## src/rtl/im_port_arbiter_pkg.sv

```systemverilog
// Shared definitions for the instruction-memory port arbiter.
//   ST_BOOT / ST_RUN : arbiter state encodings
//   ADDR_W_DEF       : default byte-address width
//   DATA_W_DEF       : default word width
//   WORD_OFS_MASK    : byte-offset bits inside a 32-bit word
package im_port_arbiter_pkg;

  localparam int unsigned ADDR_W_DEF = 16;
  localparam int unsigned DATA_W_DEF = 32;

  localparam logic [0:0] ST_BOOT = 1'b0;
  localparam logic [0:0] ST_RUN  = 1'b1;

  localparam logic [1:0] WORD_OFS_MASK = 2'b11;

endpackage

```

## src/rtl/im_starve_counter.sv

```systemverilog
// Saturating wait counter for the loader port.
// Ports:
//   clk_i  : clock, rising edge
//   rst_i  : asynchronous reset, active-high
//   inc_i  : count one more waiting cycle (saturates at LIMIT)
//   clr_i  : return to zero (dominates inc_i)
//   sat_o  : counter has reached LIMIT
module im_starve_counter #(
  parameter int unsigned LIMIT = 4
) (
  input  logic clk_i,
  input  logic rst_i,
  input  logic inc_i,
  input  logic clr_i,
  output logic sat_o
);

  localparam int unsigned CNT_W = $clog2(LIMIT + 1);

  logic [CNT_W-1:0] cnt_q, cnt_d;

  assign sat_o = (cnt_q == CNT_W'(LIMIT));

  always_comb begin
    cnt_d = cnt_q;
    if (clr_i) begin
      cnt_d = '0;
    end else if (inc_i && !sat_o) begin
      cnt_d = cnt_q + CNT_W'(1);
    end
  end

  always_ff @(posedge clk_i or posedge rst_i) begin
    if (rst_i) begin
      cnt_q <= '0;
    end else begin
      cnt_q <= cnt_d;
    end
  end

endmodule

```

## src/rtl/im_port_arbiter.sv

```systemverilog
// Shares the single-port instruction memory between CPU fetch and the loader.
// BOOT: only the loader is served; fetch stalls until ld_done.
// RUN : fetch has priority; a waiting loader request is forced through once
//       it has waited STARVE_LIMIT cycles.
// Ports:
//   clk, rst                      : clock, asynchronous active-high reset
//   if_req/if_addr/if_gnt         : fetch request, byte address, grant
//   if_rvalid/if_rdata/if_err     : fetch response (one cycle after grant)
//   ld_req/ld_we/ld_addr/ld_wdata : loader request
//   ld_done                       : one-cycle pulse ending BOOT
//   ld_gnt, ld_rvalid/ld_rdata/ld_err : loader grant and response
//   im_addr/im_we/im_wdata/im_dout: memory port (combinational read)
//   boot_mode                     : 1 while in BOOT
module im_port_arbiter
  import im_port_arbiter_pkg::*;
#(
  parameter int unsigned ADDR_W       = ADDR_W_DEF,
  parameter int unsigned DATA_W       = DATA_W_DEF,
  parameter int unsigned STARVE_LIMIT = 4
) (
  input  logic              clk,
  input  logic              rst,
  input  logic              if_req,
  input  logic [ADDR_W-1:0] if_addr,
  output logic              if_gnt,
  output logic              if_rvalid,
  output logic [DATA_W-1:0] if_rdata,
  output logic              if_err,
  input  logic              ld_req,
  input  logic              ld_we,
  input  logic [ADDR_W-1:0] ld_addr,
  input  logic [DATA_W-1:0] ld_wdata,
  input  logic              ld_done,
  output logic              ld_gnt,
  output logic              ld_rvalid,
  output logic [DATA_W-1:0] ld_rdata,
  output logic              ld_err,
  output logic [ADDR_W-1:0] im_addr,
  output logic              im_we,
  output logic [DATA_W-1:0] im_wdata,
  input  logic [DATA_W-1:0] im_dout,
  output logic              boot_mode
);

  localparam logic [ADDR_W-1:0] ALIGN_MASK = ~{{(ADDR_W-2){1'b0}}, WORD_OFS_MASK};

  logic [0:0] state_q, state_d;
  logic       boot;
  logic       starve_sat;

  logic              if_rvalid_q, if_err_q, ld_rvalid_q, ld_err_q;
  logic [DATA_W-1:0] if_rdata_q, ld_rdata_q;

  assign boot      = (state_q == ST_BOOT);
  assign boot_mode = boot;

  // Grants: at most one per cycle; loader wins in RUN only when fetch is idle
  // or the loader has waited its full budget.
  always_comb begin
    if_gnt = 1'b0;
    ld_gnt = 1'b0;
    if (boot) begin
      ld_gnt = ld_req;
    end else begin
      ld_gnt = ld_req & (~if_req | starve_sat);
      if_gnt = if_req & ~ld_gnt;
    end
  end

  always_comb begin
    im_addr = '0;
    if (if_gnt) begin
      im_addr = if_addr & ALIGN_MASK;
    end else if (ld_gnt) begin
      im_addr = ld_addr & ALIGN_MASK;
    end
  end

  assign im_we    = ld_gnt & ld_we;
  assign im_wdata = ld_wdata;

  // Counter only runs in RUN; BOOT keeps it cleared.
  im_starve_counter #(
    .LIMIT (STARVE_LIMIT)
  ) u_starve (
    .clk_i (clk),
    .rst_i (rst),
    .inc_i (~boot & ld_req & ~ld_gnt),
    .clr_i (boot | ld_gnt | ~ld_req),
    .sat_o (starve_sat)
  );

  always_comb begin
    state_d = state_q;
    if (boot && ld_done) begin
      state_d = ST_RUN;
    end
  end

  always_ff @(posedge clk or posedge rst) begin
    if (rst) begin
      state_q     <= ST_BOOT;
      if_rvalid_q <= 1'b0;
      if_err_q    <= 1'b0;
      if_rdata_q  <= '0;
      ld_rvalid_q <= 1'b0;
      ld_err_q    <= 1'b0;
      ld_rdata_q  <= '0;
    end else begin
      state_q     <= state_d;
      if_rvalid_q <= if_gnt;
      if_err_q    <= if_gnt & |(if_addr[1:0] & WORD_OFS_MASK);
      ld_rvalid_q <= ld_gnt;
      ld_err_q    <= ld_gnt & |(ld_addr[1:0] & WORD_OFS_MASK);
      if (if_gnt) begin
        if_rdata_q <= im_dout;
      end
      if (ld_gnt) begin
        ld_rdata_q <= ld_we ? '0 : im_dout;
      end
    end
  end

  assign if_rvalid = if_rvalid_q;
  assign if_err    = if_err_q;
  assign if_rdata  = if_rdata_q;
  assign ld_rvalid = ld_rvalid_q;
  assign ld_err    = ld_err_q;
  assign ld_rdata  = ld_rdata_q;

endmodule

```

## config.mk

```make
export PLATFORM = sky130hd
export DESIGN_NAME = im_port_arbiter
export DESIGN_NICKNAME = d
export VERILOG_FILES = /design/src/rtl/im_port_arbiter_pkg.sv /design/src/rtl/im_starve_counter.sv /design/src/rtl/im_port_arbiter.sv
export SDC_FILE = /design/constraint.sdc
export NUM_CORES = 1
export LEC_CHECK = 0
export CAP_MARGIN = 20
export CORE_ASPECT_RATIO = 0.6
export CORE_MARGIN = 2
export CORE_UTILIZATION = 30
export DETAILED_ROUTE_END_ITERATION = 8
export GPL_ROUTABILITY_DRIVEN = 0
export PLACE_DENSITY = 0.81
export SYNTH_ARGS = -nofsm -noshare
export SYNTH_HDL_FRONTEND = slang
export SYNTH_SLANG_ARGS = --single-unit
```

## constraint.sdc

```tcl
create_clock -name clk -period 2.2 [get_ports clk]
set_input_delay 0.22 -clock clk [delete_from_list [all_inputs] [get_ports clk]]
set_output_delay 0.22 -clock clk [all_outputs]
set_load 0.02 [all_outputs]
```

---- Yosys cells after proc, flatten, opt, wreduce, memory -nomap -nowiden ----
Index checks and enable logic that the tools add are counted.
Widths: inputs -> output; s select.
storage, ports and cells
  register bits ........................... 72
  bits of input ports ..................... 102
  output and inout port bits .............. 120
  logic and storage cells ................. 38
cells by class
  add/subtract/negate cells ............... 1
  equal/unequal tests ..................... 1
  multiplexer cells ....................... 7
  bitwise gates (word level) .............. 15
  reduce and logical (&&, ||, !) cells .... 6
operators by type and width
  kind                 count
  $mux 16              2
  $mux 32              1
  $and 1x1->1          7
  $mux 3               2
  $not 1->1            5
  $reduce_or 2->1      2
  $add 3x1->3 const B  1
  $eq 3x3->1 const B   1
  $or 1x1->1           3
  $logic_and 1x1->1    2
  $mux 1               2
  $reduce_bool 2->1    1
  $logic_not 1->1      1

---- Logic depth before layout (Yosys ltp) ----
Gate-level depths: netlist of the first run.
  depth after elaboration ................. 9
  mapped depth ............................ 7
  depth with buffers taken out ............ 5

---- Hierarchy ----
From an unflattened synthesis of the first run, not the netlist that was laid out.
second synthesis, totals
  cells, all modules ...................... 267
  area, all modules ....................... 3382.0 sq um
modules (own cells, without submodules)
  module             instances  cells each  area each (sq um)  seq. area each (sq um)
  im_port_arbiter    1          248         3180.6             1726.7
  im_starve_counter  1          19          201.4              75.1

---- Least setup slack after synthesis of the first run ----
Ideal clock, no wire load.
  path kind ............................... reg-to-output
  start ................................... reg u_starve.cnt_q[0]
  end ..................................... out im_we
  arrival ................................. 1.553 ns
  required time ........................... 1.980 ns
  setup slack ............................. 0.427 ns
  cell stages (with the launch flop) ...... 8
  buffers on the path ..................... 2
  path through ............................ dfrtp_1 inv_1 ha_1 nand2_1 a31oi_4 buf_6 buf_8 and2_1
on the way
  cells in the longest elaborated chain, start to end .. 5
ends and longest elaborated chain
  item                    RTL line                 text
  from (decl)             im_starve_counter.sv:20  logic [CNT_W-1:0] cnt_q, cnt_d;
  from (signal assigned)  im_starve_counter.sv:37  cnt_q <= cnt_d;
  $eq 3x3->1              im_starve_counter.sv:22  assign sat_o = (cnt_q == CNT_W'(LIMIT));
  $or 1x1->1              im_port_arbiter.sv:65    ld_gnt = ld_req & (~if_req | starve_sat);
  $and 1x1->1             im_port_arbiter.sv:65
  $mux 1                  im_port_arbiter.sv:62    if (boot) begin
  named net ld_gnt        im_port_arbiter.sv:34    output logic ld_gnt,
  $and 1x1->1             im_port_arbiter.sv:79    assign im_we = ld_gnt & ld_we;
  to (decl)               im_port_arbiter.sv:39    output logic im_we,
The timed path passes the listed nets, and every way through them passes these cells.

---- Worst setup path in the final report of the first run ----
  start ................................... reg u_starve.cnt_q[0]
  end ..................................... out im_addr[10]
on the way
  cells in the longest elaborated chain, start to end .. 7
  elaborated cells on any way between the ends .. 9
  those cells by class .................... eq/ne: 1; mux: 4; bitwise: 4
ends and longest elaborated chain
  item             RTL line                 text
  $eq 3x3->1 (*)   im_starve_counter.sv:22
  $or 1x1->1 (*)   im_port_arbiter.sv:65
  $and 1x1->1 (*)  im_port_arbiter.sv:65
  $not 1->1        im_port_arbiter.sv:66    if_gnt = if_req & ~ld_gnt;
  $and 1x1->1      im_port_arbiter.sv:66
  $mux 1           im_port_arbiter.sv:62
  $mux 16 (*)      im_port_arbiter.sv:72    if (if_gnt) begin
  to (decl)        im_port_arbiter.sv:38    output logic [ADDR_W-1:0] im_addr,
Mark *: on every way between the ends. The rest lies on a longest branch, timed or not.

==> summary.log, run 1 <==
[run_status] outcome complete, no violations
[synthesis] synthesized area divided by synthesized cell count 13.5 um2
[synthesis] register area share after synthesis 53.1%
[drt] Total Routed Length 8980 um
[sta] RSZ-0062 raised after global routing no
[finish] Final Instance Area 5220 um2
[synthesis] synthesized netlist cell count 252
[place] placed wire-length estimate after detailed placement 6550 um
[grt] global-route wire length before repair 13,200 um
[synthesis] simple-gate portion of the synthesized area 7.22%
[cts] number of buffers created by CTS 9
[sta] number of setup violations in the final report 0
[finish] Area Overhead vs Synth 53.7%
[floorplan] width of the chip 141 um
[synthesis] Synth Register Bits 72
[synthesis] synthesized-area fraction occupied by adder cells 0.737%
[setup_path] data required time at the worst endpoint 1.98 ns
[floorplan] IO Pins 222
[finish] storage element area 1800 um2
[finish] final antenna diode count 0
[setup_path] largest fanout of any net on the critical path 9
[sta] clk_skew 0.00561 ns
[synthesis] Netlist cell types 22
[floorplan] height of the chip 86.4 um
[grt] total global-route track usage 14.3%
[floorplan] Initial Util 30.5%
[setup_path] launching element type of the critical path flop
[finish] most common cell after layout, fill and taps aside clkdlybuf4s50_1
[grt] initial antenna violation count 0
[synthesis] complex-gate fraction of the synthesized area 5.31%
[setup_path] kind of capture point of the worst setup path output pin
[power_and_ir_drop] Max IR drop VDD 0.394 mV
[floorplan] Placeable Area 11,100 um2
[place] post-place instance area 4890 um2
[sta] Tcrit/Tclk final 96.8%
[place] placed insts 517
[drt] violation count after the first detailed-route iteration 80
[grt] largest net degree at the start of global routing 73
[finish] fraction of final layout cells with drive strength greater than 1 30.1%
[cts] Max H-tree Level 3
[grt] grt total ovfl 0
[cts] clock tree buffer depth 2
[hold_path] kind of path behind the tightest hold check in2async
[finish] top library cells by usage in the layout, fill and taps aside clkdlybuf4s50_1 (138), dfrtp_1 (72), mux2_2 (60)
[power_and_ir_drop] power per cell area 769 nW/um2
[floorplan] floorplan die area 12,200 um2
[synthesis] multiplexer fraction of the synthesized cell area 22.0%
[job] Maximum Capacitance Violations 0
[sta] Final Max Slew Viols 0
[cts] later-pin clock latency in the skew report 0.33 ns
[cts] sink count of the clock tree 72
[grt] number of global-route vias before repair 2,515
[synthesis] xor and xnor fraction of the mapped netlist area 0%
[setup_path] r2r startpoint u_starve.cnt_q[0]
[cts] CTS root buffer clkbuf_16
[finish] area of the multi-input gates 1210 um2
[sta] Final TNS setup 0 ns
[sta] count of final hold-check violations 0
[drt] DRC viols 0
[cts] TritonCTS clock tree yes
[floorplan] row cnt 30
[sta] highest clock rate 469 MHz
[drt] number of antenna-violating nets in the routed design 0
[cts] hold buffer count at cts 0
[setup_path] arrival time worst endpoint 1.91 ns
[drt] average detailed-routed wire length per instance 16.7 um
[synthesis] yosys synthesis warning count 0
[finish] final-layout fill cell count 1,035
[power_and_ir_drop] Leakage Power 2.25 nW
[synthesis] main combinational cell family by area after synthesis multiplexers
[setup_path] worst setup path startpoint u_starve.cnt_q[0]
[finish] final layout net count 494
[setup_path] Setup CP Type reg2out
[drt] Via-to-Cell Ratio 4.47
[sta] Tmin final 2.13 ns
[place] IO Port Bufs 155
[finish] post-layout utilization of the core 46.8%
[drt] detailed-route via count 2,408
[finish] non-filler cells, final 539
[cts] clock-pin transition on the worst setup and hold timing paths 0.06 ns
[synthesis] Mapped Area 3400 um2
[drt] detailed-routing iteration count for the pre-antenna-repair pass 4
## flip-flops by register name, indices dropped and copies added (netlist names)
register and cells:
if_rdata 32, ld_rdata 32, u_starve.cnt_q 3, if_err 1, if_rvalid 1, ld_err 1, ld_rvalid 1, state_q 1
## metrics by stage
step	hold WS [ns]	setup slack, ns	total power, mW
2_1_floorplan	0.329	0.155	2.11
3_3_place_gp	0.440	0.0490	2.54
3_5_place_dp	0.440	-0.0156	2.56
4_1_cts	0.333	0.0176	4.06
5_1_grt	0.355	0.00493	4.19
6_report	0.320	0.0697	4.01
## path summary, 6_finish.rpt
path,to,slack [ns],depth (start not counted)
setup / recovery,im_addr[10],0.07,8
hold reg to reg,if_rdata[5],0.50,1
min in group clk,im_wdata[18],0.44,0
setup reg to reg,if_rdata[1],0.27,8
max in group asynchronous,if_rdata[7],1.58,3
hold / removal,ld_rdata[24],0.32,3
## repair_timing
item | 4_1_cts | 5_1_grt
setup endpoints to repair | 17 | 15
pin swaps | 0 | 1
resized for setup | 48 | 14
buffers inserted | 0 | 4
gates cloned | 0 | 2
## cell type report
class,count,area share [%]
flip-flops and latches,72,34.5
clock inverters,5,1.05
well taps,144,3.45
multi-input cells,128,23.1
inverters,6,0.432
clock buffers,11,4.84
repair buffers,173,32.6
## synth_stat cells
cell / number / area (um2)
buf_6: 4 / 45.0
nor2b_1: 32 / 200
mux2_4: 4 / 60.1
a22o_1: 14 / 123
dfrtp_1: 72 / 1800
nor2_1: 3 / 11.3
o21a_1: 2 / 15.0
mux2i_1: 1 / 10.0
nand4_1: 1 / 6.26
nand2_2: 1 / 6.26
buf_8: 2 / 30.0
a31oi_4: 2 / 42.5
nor3_1: 1 / 5.00
and2_1: 1 / 6.26
or2_2: 1 / 6.26
clkbuf_1: 3 / 11.3
ha_1: 2 / 25.0
conb_1: 1 / 3.75
buf_4: 38 / 285
inv_1: 6 / 22.5
mux2_2: 60 / 676
nand2_1: 1 / 3.75
## kinds of logic after synthesis
logic type | Yosys count
other | 1
AOI/OAI and AO/OA | 18
buffers and inverters | 53
adders and majority gates | 2
and+or+nand+nor | 41
DFF | 72
muxes | 65
## routing by layer
metal / track usage, % / vias to the layer above / share of wire (%)
met5: 0 / - / 0
met1: 16.5 / 1195 / 42
met3: 6.13 / 8 / 8.3
li1: - / 1090 / -
met4: 3.55 / 0 / 0.70
met2: 25.0 / 115 / 48
## worst max-delay path, stage by stage, from the launching register on
cell	delay (ns)
dfrtp_1	0.39
inv_1	0.07
ha_2	0.20
buf_4	0.12
a31oi_4	0.08
buf_12	0.15
clkbuf_16	0.16
a22o_1	0.24
buf_2	0.16
## power breakdown
part	leakage (nW)	internal, mW	switching [mW]
combinational	1.22	0.547	0.445
clock	0.148	0.935	0.549
sequential	0.886	1.47	0.0719
total	2.25	2.95	1.07
No activity file was read; power rests on OpenSTA's default activity.
==> run 2, diff against run 1 <==
--- a/config.mk
+++ b/config.mk
@@ -12,6 +12,7 @@
 export DETAILED_ROUTE_END_ITERATION = 8
 export GPL_ROUTABILITY_DRIVEN = 0
 export PLACE_DENSITY = 0.81
+export SLEW_MARGIN = 20
 export SYNTH_ARGS = -nofsm -noshare
 export SYNTH_HDL_FRONTEND = slang
 export SYNTH_SLANG_ARGS = --single-unit
==> results of run 2 <==
No change in the layout: final DEF, timing and power equal those of run 1.
==> run 3, diff against run 2 <==
--- a/config.mk
+++ b/config.mk
@@ -11,7 +11,7 @@
 export CORE_UTILIZATION = 30
 export DETAILED_ROUTE_END_ITERATION = 8
 export GPL_ROUTABILITY_DRIVEN = 0
-export PLACE_DENSITY = 0.81
+export PLACE_DENSITY = 0.68
 export SLEW_MARGIN = 20
 export SYNTH_ARGS = -nofsm -noshare
 export SYNTH_HDL_FRONTEND = slang
==> run 3 against run 2 <==
- die area unchanged
- combinational power increased by 0.6%
- total power decreased by 0.38%
- largest power group unchanged
- routed wire length decreased by 0.13%
- clock-buffer cell count increased by 2
- worst hold slack got worse by 0.12 ns
- highest routed layer unchanged
- design area increased by 0.46%
- largest cell class unchanged
==> summary.log, run 3 (same netlist as run 1, synthesis figures left out) <==
[setup_path] launching element type of the critical path flop
[grt] total global-route track usage 15.3%
[cts] TritonCTS clock tree yes
[drt] number of antenna-violating nets in the routed design 0
[floorplan] Placeable Area 11,100 um2
[floorplan] height of the chip 86.4 um
[finish] storage element area 1800 um2
[power_and_ir_drop] switching share of total power 26.1%
[finish] most common cell after layout, fill and taps aside clkdlybuf4s50_1
[drt] average detailed-routed wire length per instance 16.6 um
[setup_path] kind of capture point of the worst setup path output pin
[setup_path] R2R cell count 9
[drt] detailed-routing iteration count for the pre-antenna-repair pass 3
[drt] violation count after the first detailed-route iteration 58
[power_and_ir_drop] total design power 4.00 mW
[cts] sink count of the clock tree 72
[floorplan] IO Pins 222
[job] Maximum Capacitance Violations 0
[cts] Max H-tree Level 3
[floorplan] row cnt 30
[setup_path] endpoint of the worst-slack reg-to-reg timing path ld_rdata[30]
[finish] area of the multi-input gates 1220 um2
[grt] initial antenna violation count 0
[setup_path] setup slack of the worst register-to-register path 0.25 ns
[place] placed insts 519
[sta] Tcrit/Tclk final 94.9%
[drt] Via-to-Cell Ratio 4.51
[finish] Area Overhead vs Synth 54.4%
[power_and_ir_drop] Max IR drop VDD 0.375 mV
[drt] Total Routed Length 8970 um
[power_and_ir_drop] Sw Pwr 1.04 mW
[sta] Final TNS setup 0 ns
[cts] CTS root buffer clkbuf_16
[sta] count of final hold-check violations 0
[floorplan] width of the chip 141 um
[grt] grt total ovfl 0
[setup_path] largest fanout of any net on the critical path 7
[finish] non-filler cells, final 541
[power_and_ir_drop] power share of the combinational group 24.9%
[finish] fraction of final layout cells with drive strength greater than 1 30.5%
[sta] clk_skew 0.00572 ns
[cts] later-pin clock latency in the skew report 0.32 ns
[grt] global-route wire length before repair 14,300 um
[grt] largest net degree at the start of global routing 33
[floorplan] floorplan die area 12,200 um2
[finish] final layout net count 496
[power_and_ir_drop] Leakage Power 2.27 nW
[finish] post-layout utilization of the core 47.0%
[finish] final-layout fill cell count 1,019
[cts] number of buffers created by CTS 9
[run_status] outcome complete, no violations
[cts] clock tree buffer depth 2
[setup_path] Setup CP Type reg2out
[grt] number of global-route vias before repair 2,669
[place] placed wire-length estimate after detailed placement 6450 um
[setup_path] data required time at the worst endpoint 1.98 ns
[power_and_ir_drop] cell internal power dissipation 2.95 mW
[sta] RSZ-0062 raised after global routing no
[finish] final antenna diode count 0
[power_and_ir_drop] power per cell area 763 nW/um2
[cts] clock-pin transition on the worst setup and hold timing paths 0.06 ns
[power_and_ir_drop] clock share of power 36.5%
[sta] Final Max Slew Viols 0
[finish] Final Instance Area 5240 um2
[sta] number of setup violations in the final report 0
[setup_path] arrival time worst endpoint 1.87 ns
[power_and_ir_drop] Reg power frac 38.5%
[sta] Tmin final 2.09 ns
[place] post-place instance area 4900 um2
[sta] highest clock rate 479 MHz
[drt] DRC viols 0
[hold_path] kind of path behind the tightest hold check in2async
[finish] top library cells by usage in the layout, fill and taps aside clkdlybuf4s50_1 (138), dfrtp_1 (72), mux2_2 (60)
[place] IO Port Bufs 155
[setup_path] r2r startpoint u_starve.cnt_q[1]
[floorplan] Initial Util 30.5%
[drt] detailed-route via count 2,441
run 3: cell count changes in the layout (fill, tap and decap cells not counted), moves of 2 or more:
cell / previous run / this run
clkinvlp_4: 2 / 0
clkbuf_16: 11 / 9
buf_16: 0 / 2
clkbuf_1: 0 / 2
run 3: final cells by class:
class | count | share of cell area (%)
sequential | 72 | 34.4
timing repair buffer | 175 | 32.8
multi-input combinational | 128 | 23.2
clock buffer | 13 | 4.96
tap | 144 | 3.44
clock inverter | 3 | 0.764
inverter | 6 | 0.453
run 3: worst max-delay path by stage:
stage	start	to	slack, ns
floorplan	rst	if_err	0.16
finish	u_starve.cnt_q[1]	ld_gnt	0.11
global route	u_starve.cnt_q[1]	ld_gnt	0.002
CTS	u_starve.cnt_q[0]	im_addr[3]	0.01
detailed placement	u_starve.cnt_q[0]	im_addr[3]	-0.02
global placement	u_starve.cnt_q[0]	im_addr[12]	0.03
run 3: power by group through the flow:
stage	logic [mW]	registers [mW]	clock network, mW
2_1_floorplan	0.381	1.73	0
3_3_place_gp	0.993	1.55	0
3_5_place_dp	1.00	1.56	0
4_1_cts	1.02	1.54	1.51
5_1_grt	1.06	1.56	1.57
6_report	0.998	1.54	1.46
run 3: per-layer routing:
layer | part of all wire [%] | up-vias | global-route usage, %
li1 | - | 1102 | -
met1 | 42 | 1210 | 18.0
met2 | 46 | 117 | 25.2
met3 | 11 | 12 | 7.79
met4 | 0.85 | 0 | 4.18
met5 | 0 | - | 0
run 3: worst max-delay path, stage by stage, from the launching register on:
cell and delay [ns]:
dfrtp_1 0.39, inv_1 0.10, ha_4 0.16, nand2_2 0.08, a31oi_4 0.23, buf_12 0.15, buf_16 0.11, dlygate4sd2_1 0.33
run 3: timing repair:
item	CTS	global route
pin swaps	1	0
hold buffers	0	0
hold endpoints to repair	0	0
setup endpoints to repair	17	8
cloned	2	0
resized for setup	61	8
buffers inserted	4	0
run 3: metrics by stage:
stage | hold WS (ns) | setup slack (ns)
after CTS | 0.201 | 0.0104
final | 0.196 | 0.112
after floorplan | 0.329 | 0.155
after detailed placement | 0.440 | -0.0212
after global routing | 0.224 | 0.00185
after global placement | 0.440 | 0.0264
